File: config.mk
export PLATFORM = sky130hd
export DESIGN_NAME = riscv_insn_encode
export DESIGN_NICKNAME = d
export VERILOG_FILES = /design/src/rtl/riscv_insn_encode_pkg.sv /design/src/rtl/riscv_insn_encode_pack.sv /design/src/rtl/riscv_insn_encode.sv
export SDC_FILE = /design/constraint.sdc
export NUM_CORES = 1
export LEC_CHECK = 0
export BUFFER_PORTS_ARGS = -buffer_cell sky130_fd_sc_hd__buf_2
export CAP_MARGIN = 10
export CORE_ASPECT_RATIO = 0.6
export CORE_MARGIN = 4
export CORE_UTILIZATION = 45
export CTS_CLUSTER_SIZE = 12
export DETAILED_ROUTE_END_ITERATION = 12
export GPL_TIMING_DRIVEN = 0
export PLACE_DENSITY = 0.7
export SETUP_SLACK_MARGIN = 0.1
export SYNTH_ARGS = -nofsm -noshare
export SYNTH_HDL_FRONTEND = slang
export SYNTH_HIERARCHICAL = 1
export SYNTH_SLANG_ARGS = --single-unit
export TNS_END_PERCENT = 20
File: constraint.sdc
create_clock -name clk -period 3.4 [get_ports clk]
set_input_delay 0.68 -clock clk [delete_from_list [all_inputs] [get_ports clk]]
set_output_delay 0.68 -clock clk [all_outputs]
set_load 0.03 [all_outputs]
File: src/rtl/riscv_insn_encode_pkg.sv
// Shared RV32 encoding types: format enum, opcode constants and pure field-packing helpers
// used by the encoder datapath.
package riscv_insn_types;

  typedef enum logic [2:0] {
    FMT_R    = 3'd0,
    FMT_I    = 3'd1,
    FMT_S    = 3'd2,
    FMT_B    = 3'd3,
    FMT_U    = 3'd4,
    FMT_J    = 3'd5,
    FMT_BAD6 = 3'd6,
    FMT_BAD7 = 3'd7
  } insn_fmt_e;

  localparam logic [6:0] OPC_OP     = 7'h33;
  localparam logic [6:0] OPC_OP_IMM = 7'h13;
  localparam logic [6:0] OPC_LOAD   = 7'h03;
  localparam logic [6:0] OPC_STORE  = 7'h23;
  localparam logic [6:0] OPC_BRANCH = 7'h63;
  localparam logic [6:0] OPC_LUI    = 7'h37;
  localparam logic [6:0] OPC_AUIPC  = 7'h17;
  localparam logic [6:0] OPC_JAL    = 7'h6F;
  localparam logic [6:0] OPC_JALR   = 7'h67;

  typedef struct packed {
    logic [31:0] insn;
    logic        err;
  } enc_res_t;

  function automatic logic [31:0] pack_R(input logic [6:0] funct7, input logic [4:0] rs2,
                                         input logic [4:0] rs1, input logic [2:0] funct3,
                                         input logic [4:0] rd, input logic [6:0] opcode);
    return {funct7, rs2, rs1, funct3, rd, opcode};
  endfunction

  function automatic logic [31:0] pack_I(input logic [31:0] imm, input logic [4:0] rs1,
                                         input logic [2:0] funct3, input logic [4:0] rd,
                                         input logic [6:0] opcode);
    return {imm[11:0], rs1, funct3, rd, opcode};
  endfunction

  function automatic logic [31:0] pack_S(input logic [31:0] imm, input logic [4:0] rs2,
                                         input logic [4:0] rs1, input logic [2:0] funct3,
                                         input logic [6:0] opcode);
    return {imm[11:5], rs2, rs1, funct3, imm[4:0], opcode};
  endfunction

  function automatic logic [31:0] pack_B(input logic [31:0] imm, input logic [4:0] rs2,
                                         input logic [4:0] rs1, input logic [2:0] funct3,
                                         input logic [6:0] opcode);
    return {imm[12], imm[10:5], rs2, rs1, funct3, imm[4:1], imm[11], opcode};
  endfunction

  function automatic logic [31:0] pack_U(input logic [31:0] imm, input logic [4:0] rd,
                                         input logic [6:0] opcode);
    return {imm[31:12], rd, opcode};
  endfunction

  function automatic logic [31:0] pack_J(input logic [31:0] imm, input logic [4:0] rd,
                                         input logic [6:0] opcode);
    return {imm[20], imm[10:1], imm[11], imm[19:12], rd, opcode};
  endfunction

  // True when the immediate is representable (sign-extension intact, alignment met) for fmt.
  function automatic logic imm_fits(input insn_fmt_e fmt, input logic [31:0] imm);
    logic fits;
    case (fmt)
      FMT_I, FMT_S: fits = (&imm[31:11]) | ~(|imm[31:11]);
      FMT_B:        fits = ((&imm[31:12]) | ~(|imm[31:12])) & ~imm[0];
      FMT_J:        fits = ((&imm[31:20]) | ~(|imm[31:20])) & ~imm[0];
      FMT_U:        fits = ~(|imm[11:0]);
      default:      fits = 1'b1;
    endcase
    return fits;
  endfunction

endpackage

File: src/rtl/riscv_insn_encode_pack.sv
// Combinational field packer: selects the format layout and flags range/format errors.
module riscv_insn_pack #(
  parameter int CHECK_RANGE = 1
) (
  input  logic [2:0]  fmt_i,
  input  logic [6:0]  opcode_i,
  input  logic [4:0]  rd_i,
  input  logic [4:0]  rs1_i,
  input  logic [4:0]  rs2_i,
  input  logic [2:0]  funct3_i,
  input  logic [6:0]  funct7_i,
  input  logic [31:0] imm_i,
  output logic [31:0] insn_o,
  output logic        err_o
);
  import riscv_insn_types::*;

  insn_fmt_e fmt_s;
  logic      range_err_s;

  assign fmt_s       = insn_fmt_e'(fmt_i);
  assign range_err_s = (CHECK_RANGE != 0) && !imm_fits(fmt_s, imm_i);

  // Format mux; truncated fields are still packed when the immediate is out of range.
  always_comb begin
    insn_o = 32'h0000_0000;
    err_o  = range_err_s;
    case (fmt_s)
      FMT_R:   insn_o = pack_R(funct7_i, rs2_i, rs1_i, funct3_i, rd_i, opcode_i);
      FMT_I:   insn_o = pack_I(imm_i, rs1_i, funct3_i, rd_i, opcode_i);
      FMT_S:   insn_o = pack_S(imm_i, rs2_i, rs1_i, funct3_i, opcode_i);
      FMT_B:   insn_o = pack_B(imm_i, rs2_i, rs1_i, funct3_i, opcode_i);
      FMT_U:   insn_o = pack_U(imm_i, rd_i, opcode_i);
      FMT_J:   insn_o = pack_J(imm_i, rd_i, opcode_i);
      default: begin
        insn_o = 32'h0000_0000;
        err_o  = 1'b1;
      end
    endcase
  end

endmodule

File: src/rtl/riscv_insn_encode.sv
// RV32 instruction encoder: valid/ready intake, 2-entry output FIFO and wrapping
// accept/error counters around the combinational packer.
module riscv_insn_encode #(
  parameter int CHECK_RANGE = 1,
  parameter int CNT_W       = 16
) (
  input  logic             clk,
  input  logic             rst,
  input  logic             in_valid,
  output logic             in_ready,
  input  logic [2:0]       in_fmt,
  input  logic [6:0]       in_opcode,
  input  logic [4:0]       in_rd,
  input  logic [4:0]       in_rs1,
  input  logic [4:0]       in_rs2,
  input  logic [2:0]       in_funct3,
  input  logic [6:0]       in_funct7,
  input  logic [31:0]      in_imm,
  output logic             out_valid,
  input  logic             out_ready,
  output logic [31:0]      out_insn,
  output logic             out_err,
  output logic [CNT_W-1:0] enc_cnt,
  output logic [CNT_W-1:0] err_cnt
);
  import riscv_insn_types::*;

  logic [31:0]      pack_insn_s;
  logic             pack_err_s;
  enc_res_t         fifo_q [2];
  logic             wr_ptr_q, wr_ptr_d;
  logic             rd_ptr_q, rd_ptr_d;
  logic [1:0]       cnt_q, cnt_d;
  logic             in_ready_q, in_ready_d;
  logic [CNT_W-1:0] enc_cnt_q, enc_cnt_d;
  logic [CNT_W-1:0] err_cnt_q, err_cnt_d;
  logic             push_s, pop_s;

  riscv_insn_pack #(.CHECK_RANGE(CHECK_RANGE)) u_pack (
    .fmt_i    (in_fmt),
    .opcode_i (in_opcode),
    .rd_i     (in_rd),
    .rs1_i    (in_rs1),
    .rs2_i    (in_rs2),
    .funct3_i (in_funct3),
    .funct7_i (in_funct7),
    .imm_i    (in_imm),
    .insn_o   (pack_insn_s),
    .err_o    (pack_err_s)
  );

  // in_ready is a flop, so a push can only happen while a slot is known free.
  assign push_s = in_valid & in_ready_q;
  assign pop_s  = (cnt_q != 2'd0) & out_ready;

  // Next-state for FIFO pointers, occupancy, registered ready and counters.
  always_comb begin
    cnt_d     = cnt_q;
    wr_ptr_d  = wr_ptr_q;
    rd_ptr_d  = rd_ptr_q;
    enc_cnt_d = enc_cnt_q;
    err_cnt_d = err_cnt_q;
    case ({push_s, pop_s})
      2'b10:   cnt_d = cnt_q + 2'd1;
      2'b01:   cnt_d = cnt_q - 2'd1;
      default: cnt_d = cnt_q;
    endcase
    if (push_s) begin
      wr_ptr_d  = ~wr_ptr_q;
      enc_cnt_d = enc_cnt_q + CNT_W'(1);
      if (pack_err_s) begin
        err_cnt_d = err_cnt_q + CNT_W'(1);
      end else begin
        err_cnt_d = err_cnt_q;
      end
    end else begin
      wr_ptr_d  = wr_ptr_q;
      enc_cnt_d = enc_cnt_q;
      err_cnt_d = err_cnt_q;
    end
    if (pop_s) begin
      rd_ptr_d = ~rd_ptr_q;
    end else begin
      rd_ptr_d = rd_ptr_q;
    end
    in_ready_d = (cnt_d < 2'd2);
  end

  // State registers and FIFO storage.
  always_ff @(posedge clk) begin
    if (rst) begin
      fifo_q[0]  <= '0;
      fifo_q[1]  <= '0;
      wr_ptr_q   <= 1'b0;
      rd_ptr_q   <= 1'b0;
      cnt_q      <= 2'd0;
      in_ready_q <= 1'b1;
      enc_cnt_q  <= '0;
      err_cnt_q  <= '0;
    end else begin
      if (push_s) begin
        fifo_q[wr_ptr_q] <= {pack_insn_s, pack_err_s};
      end
      wr_ptr_q   <= wr_ptr_d;
      rd_ptr_q   <= rd_ptr_d;
      cnt_q      <= cnt_d;
      in_ready_q <= in_ready_d;
      enc_cnt_q  <= enc_cnt_d;
      err_cnt_q  <= err_cnt_d;
    end
  end

  assign in_ready  = in_ready_q;
  assign out_valid = (cnt_q != 2'd0);
  assign out_insn  = fifo_q[rd_ptr_q].insn;
  assign out_err   = fifo_q[rd_ptr_q].err;
  assign enc_cnt   = enc_cnt_q;
  assign err_cnt   = err_cnt_q;

endmodule

Yosys cells after proc, flatten, opt, wreduce, memory -nomap -nowiden

Memory sizes are Yosys's and may differ from the RTL's. A register that Yosys moved wholly into a read port is not among the register bits.
Cells that the tools add are included.

Add/sub/neg operators: 4
Order comparisons: 1
Equality and inequality tests: 7
Multiplexer cells: 14
Bitwise logic cells: 14
Reduce and logical (&&, ||, !) cells: 14

Operators with widths:

| operator                                                        | number |
|---|---|
| 32-bit one-hot mux with 6 select lines                          | 1 |
| 33-bit two-way mux                                              | 1 |
| 33-bit OR reduction                                             | 1 |
| 16-bit by 1-bit adder with 16-bit output, second input constant | 2 |
| 12-bit OR reduction                                             | 2 |
| 21-bit AND reduction                                            | 1 |
| 21-bit OR reduction                                             | 1 |
| 20-bit AND reduction                                            | 1 |
| 20-bit OR reduction                                             | 1 |
| 12-bit AND reduction                                            | 1 |
| 1-bit two-way mux                                               | 10 |
| 1-bit inverter                                                  | 7 |
| 3-bit by 2-bit == test with 1-bit output, second input constant | 2 |
| 3-bit == test, second input constant                            | 2 |
| 6-bit OR reduction                                              | 1 |
| 1-bit AND                                                       | 4 |
| 1-bit one-hot mux with 4 select lines                           | 1 |
| 2-bit one-hot mux with 2 select lines                           | 1 |
| 3-bit by 1-bit == test with 1-bit output, second input constant | 1 |
| 3-bit zero test                                                 | 1 |
| 1-bit OR                                                        | 3 |
| 2-bit by 1-bit adder with 2-bit output, second input constant   | 1 |
| 2-bit by 1-bit == test with 1-bit output, second input constant | 1 |
| 2-bit == test, second input constant                            | 1 |
| other kinds (6)                                                 | 6 |

Register bits: 37
Bits in writable memories: 66
Input port bits: 71
Memories kept: 1

Memories:

| name   | words | width | rd ports | clocked after Yosys merged registers in | wr ports | RTL line                | source |
|---|---|---|---|---|---|---|---|
| fifo_q | 2     | 33    | 1        | 1                                       | 2        | riscv_insn_encode.sv:30 | `enc_res_t fifo_q [2];` |

Logic depth before layout (Yosys ltp)

Depth in word-level cells: 8
Mapped depth: 9

Hierarchy

Netlist, hierarchy kept.

By module, submodules not included:

| module            | times used | cells each | area each (sq um) | seq. area each (sq um) |
|---|---|---|---|---|
| riscv_insn_encode | 1          | 371        | 4,630.7           | 2,742.6 |
| riscv_insn_pack   | 1          | 124        | 737.0             | 0.0 |

Worst setup path after synthesis

OpenSTA, ideal clock, no wires.

Path type: input -> register
From: in in_valid
To: mem fifo_q[0][0] (netlist bit), enable pin
Setup time: 0.430 ns
Arrival: 2.492 ns
Required time: 2.970 ns
Slack: 0.478 ns
Cell stages on the path: 3
Path buffers: 1
Cells stage by stage: buf_6 -> nand2_4 -> o21bai_1

RTL lines:

| item        | RTL line                | source |
|---|---|---|
| from (decl) | riscv_insn_encode.sv:9  | `input logic in_valid,` |
| to (decl)   | riscv_insn_encode.sv:30 |  |

Worst setup path in the final report

From: in in_imm[16]
To: reg err_cnt_q[15] (netlist: err_cnt[15])

Cells in the longest elaborated chain, start to end: 8
Elaborated cells between the ends (all ways): 13
Classes of those cells: mux: 2; bitwise: 5; reduce/logical: 6

RTL lines:

| item                                      | RTL line                     | source |
|---|---|---|
| from (decl)                               | riscv_insn_encode.sv:18      | `input logic [31:0] in_imm,` |
| 20-bit OR reduction                       | riscv_insn_encode_pkg.sv:70  | `FMT_B: fits = ((&imm[31:12]) \| ~(\|imm[31:12])) & ~imm[0];` |
| 1-bit inverter                            | riscv_insn_encode_pkg.sv:70  |  |
| 1-bit OR                                  | riscv_insn_encode_pkg.sv:70  |  |
| 1-bit AND                                 | riscv_insn_encode_pkg.sv:70  |  |
| 1-bit one-hot mux with 4 select lines (*) | riscv_insn_encode_pkg.sv:68  | `case (fmt)` |
| 1-bit zero test (*)                       | riscv_insn_encode_pack.sv:22 | `assign range_err_s = (CHECK_RANGE != 0) && !imm_fits(fmt_s, imm_i);` |
| 1-bit two-way mux (*)                     | riscv_insn_encode_pack.sv:28 | `case (fmt_s)` |
| net pack_err_s                            | riscv_insn_encode.sv:29      | `logic pack_err_s;` |
| 2-bit AND reduction (no line) (*)         | n/a                          |  |
| to (signal assigned)                      | riscv_insn_encode.sv:109     | `err_cnt_q <= err_cnt_d;` |
| to (decl)                                 | riscv_insn_encode.sv:36      | `logic [CNT_W-1:0] err_cnt_q, err_cnt_d;` |

Mark *: on every way through the listed nets, which the timed path passes. The rest lies on a longest branch.
A chain may end at the register's enable or synchronous reset.

==> flow_metrics.py <==
metrics = {
    "logic_synthesis": {
        "synth-adder-area-share_pct": 0.699,
        "synth-compound-area-share_pct": 7.88,
        "ys_seq_area_share_pct": 51.1,
        "synthXorXnorAreaFrac_pct": 4.41,
        "synth_cells": 495,
        "synthMuxAreaShare_pct": 8.34,
        "synth_area_leaders": "edfxtp_1 (37%), dfxtp_1 (14%), and2_1 (8.7%)",
        "ys.flop_type": "edfxtp_1",
        "yosys_register_bits": 104,
        "synth_top_family_by_area": "simple AND/OR/NAND/NOR gates",
        "async_flop_share_pct": 0,
        "yosysTopAreaCellShare_pct": 36.9,
        "synth-warning-count": 6,
        "synth_edf_count": 66,
        "synth.avg_cell_area_um2": 10.8,
        "synth_simple_gate_area_share_pct": 24.0,
        "synthDistinctLibCells": 49,
        "syn_area_um2": 5370,
        "syn-num-nets": 569,
        "yosysTopAreaCell": "edfxtp_1",
    },
    "clocking": {
        "cts_num_sinks": 104,
        "cts_made_buffers": 9,
        "htree_levels": 3,
        "cts_buffer_depth": 2,
        "postCtsResizedCells": 0,
        "hold_buffers": 0,
        "root_buffer": "clkbuf_16",
        "post-cts-setup-buffers": 0,
        "path_clk_slew_ps": 70,
        "clock_latency_ps": 340,
        "cts_tree": "yes",
    },
    "critical_path": {
        "critPathKind": "input pin to register",
        "start_kind": "input pin",
        "critPathArrivalTime_ps": 3000,
        "crit_top_cell": "nand4_1",
        "slowest_delay_ps": 560,
        "cp_slowest_cell": "or4_4",
        "critPathTopFamily": "simple AND/OR/NAND/NOR gates",
        "crit_required_ps": 3630,
        "endpoint_kind": "register",
        "crit_buf_inv": 1,
        "worstPathMaxFanout": 6,
        "cp_cell_sequence": "buf_2 > or4_4 > o21ai_1 > a22oi_1 > o221ai_1 > nand4_1 > nand3_1 > nor2_2 > nand4_1 > mux2_1",
    },
    "die": {
        "fp.dieW_um": 149,
        "start_util_pct": 46.7,
        "core_um2": 11500,
        "num_rows": 30,
        "die_h_um": 92.6,
        "io_pins": 138,
        "dieArea_um2": 13800,
    },
    "route": {
        "dr_wl_met2_um": 6010,
        "drt-total-wl_um": 13800,
        "maxUsedRoutingLayer": "met4",
        "drt_iter0_drc": 321,
        "antenna_left": 0,
        "drc": 0,
        "drt-met1-wl_um": 6600,
        "routedWlPerCell_um": 17.1,
        "vias": 4306,
        "viasPerCell": 5.34,
        "met3WireLength_um": 1090,
        "firstDrtPassIters": 5,
    },
    "outcome": {
        "status": "finished, final reports clean",
    },
    "grt": {
        "antenna_found_initial": 0,
        "grt_max_degree": 34,
        "grt_overflow_total": 0,
        "grt_pass1_vias": 4192,
        "grt_pass1_wl_um": 21900,
        "grt_usage_pct": 20.2,
    },
    "hold_path": {
        "worstHoldPathType": "register to register",
    },
    "power": {
        "power.total_mw": 4.00,
        "p_leak_nw": 2.74,
        "vdd_ir_drop_max_uv": 280,
        "powerDensity_nw_per_um2": 606,
    },
    "flow_run": {
        "cap_violations": 0,
    },
    "timing": {
        "setup_viol": 0,
        "fin_worst_skew_ps": 10.8,
        "finalMaxSlewViolations": 0,
        "rsz0062_at_grt": "false",
        "finalCritPeriodShare_pct": 81.4,
        "hold_viol": 0,
        "fmax_mhz": 361,
        "slew_headroom_pct": 42.0,
        "finalCriticalPeriod_ps": 2770,
        "worst_slew_pin_slew_ps": 869,
    },
    "placement": {
        "port_buffers": 135,
        "place_area_um2": 6280,
        "hpwl_um": 10600,
        "place_congestion": 0.900,
    },
    "finish": {
        "antenna_cells": 0,
        "design_area_um2": 6600,
        "drive_gt1_share_pct": 34.0,
        "area_delta_synth_final_pct": 23.0,
        "fillers": 1032,
        "fin_nets": 716,
    },
}
==> registers in the layout, indices dropped and copies added (netlist names), named ones only <==
| signal | flops |
|---|---|
| fifo_q | 66 |
| cnt_q | 1 |
| in_ready | 1 |
| err_cnt | 16 |
| enc_cnt | 16 |
| wr_ptr_q | 1 |
| rd_ptr_q | 1 |
==> cells in the final DEF, fill, tap and decap left out, types with 6 or more instances in the layout <==
cell       instances
xor2_1            10
xnor2_1           17
edfxtp_1          66
o22ai_1            6
clkbuf_16         10
nor3_1             8
nand3_1            9
nand4_1           14
clkbuf_1          19
o21ai_0           17
a21oi_1            8
nor4_1            11
mux2_2            37
nand2_1           25
dfxtp_1           38
nor2_1            36
buf_2            139
and2_1            75
a22oi_1           19
inv_1             16
==> cells in the mapped netlist (4+ instances only) <==
cell type / number
nor2b_1: 5
o22ai_1: 6
clkbuf_1: 17
nand4_1: 14
nor4_1: 11
xnor2_1: 17
o21ai_0: 17
a21oi_1: 8
inv_1: 16
mux2_2: 37
nand2_1: 25
buf_2: 4
edfxtp_1: 66
buf_6: 4
a22oi_1: 19
nand3_1: 9
dfxtp_1: 38
a22o_1: 5
and2_1: 75
nor2_1: 36
xor2_1: 10
nor3_1: 8
==> stage by stage <==
stage	setup TNS [ps]	setup slack [ps]	instances	hold WS [ps]	util, %
final	0	634	807	510	57.5
after global routing	0	449	807	554	57.5
after CTS	0	635	807	517	57.5
after detailed placement	0	270	791	507	54.7
after global placement	-17100	-520	790	482	54.4
after floorplan	0	478	495	481	-
==> report_power, final <==
part | internal (mW) | leakage, nW | switching (mW)
Clock | 0.641 | 0.156 | 0.448
Combinational | 0.463 | 1.58 | 0.839
Sequential | 1.54 | 1.01 | 0.0689
==> layout make-up <==
| type | instances | area, µm² | share of cell area (%) |
|---|---|---|---|
| Sequential cell | 104 | 2740 | 41.5 |
| Multi-Input combinational cell | 349 | 2440 | 37.0 |
| Timing Repair Buffer | 136 | 703 | 10.7 |
| Clock buffer | 13 | 272 | 4.11 |
| Tap cell | 160 | 200 | 3.03 |
| Buffer | 25 | 129 | 1.95 |
| Inverter | 17 | 63.8 | 0.967 |
| Clock inverter | 3 | 47.5 | 0.720 |
==> final timing paths <==
| kind | startpoint | depth (start not counted) | to | slack, ps |
|---|---|---|---|---|
| worst min-delay path | enc_cnt[1] | 2 | enc_cnt[1] | 510 |
| worst min register to register | enc_cnt[1] | 2 | enc_cnt[1] | 510 |
| worst max register to register | in_ready | 4 | fifo_q[1][5] | 1210 |
| worst max-delay path | in_imm[16] | 10 | err_cnt[15] | 630 |
==> cells by family (layout without fill, tap and decap cells) <==
| kind of cell | Yosys count | count (layout) |
|---|---|---|
| xor+xnor | 27 | 27 |
| mux | 40 | 40 |
| compound gates | 65 | 65 |
| flops | 104 | 104 |
| buf+inv | 42 | 194 |
| fa+ha+maj | 3 | 3 |
| simple gates | 214 | 214 |
==> worst reg2reg max path, stage by stage (launching register included) <==
cell     delay (ps)
dfxtp_1         350
buf_6           170
nand2_4         120
nor3b_2         390
or2_2           770
==> routing by layer <==
metal / track usage, % / vias to the layer above
li1: - / 2077
met1: 29.9 / 2066
met2: 30.2 / 147
met3: 4.94 / 16
met4: 4.04 / 0
met5: 0 / -
Note: power is estimated with default switching activity, not from simulation.
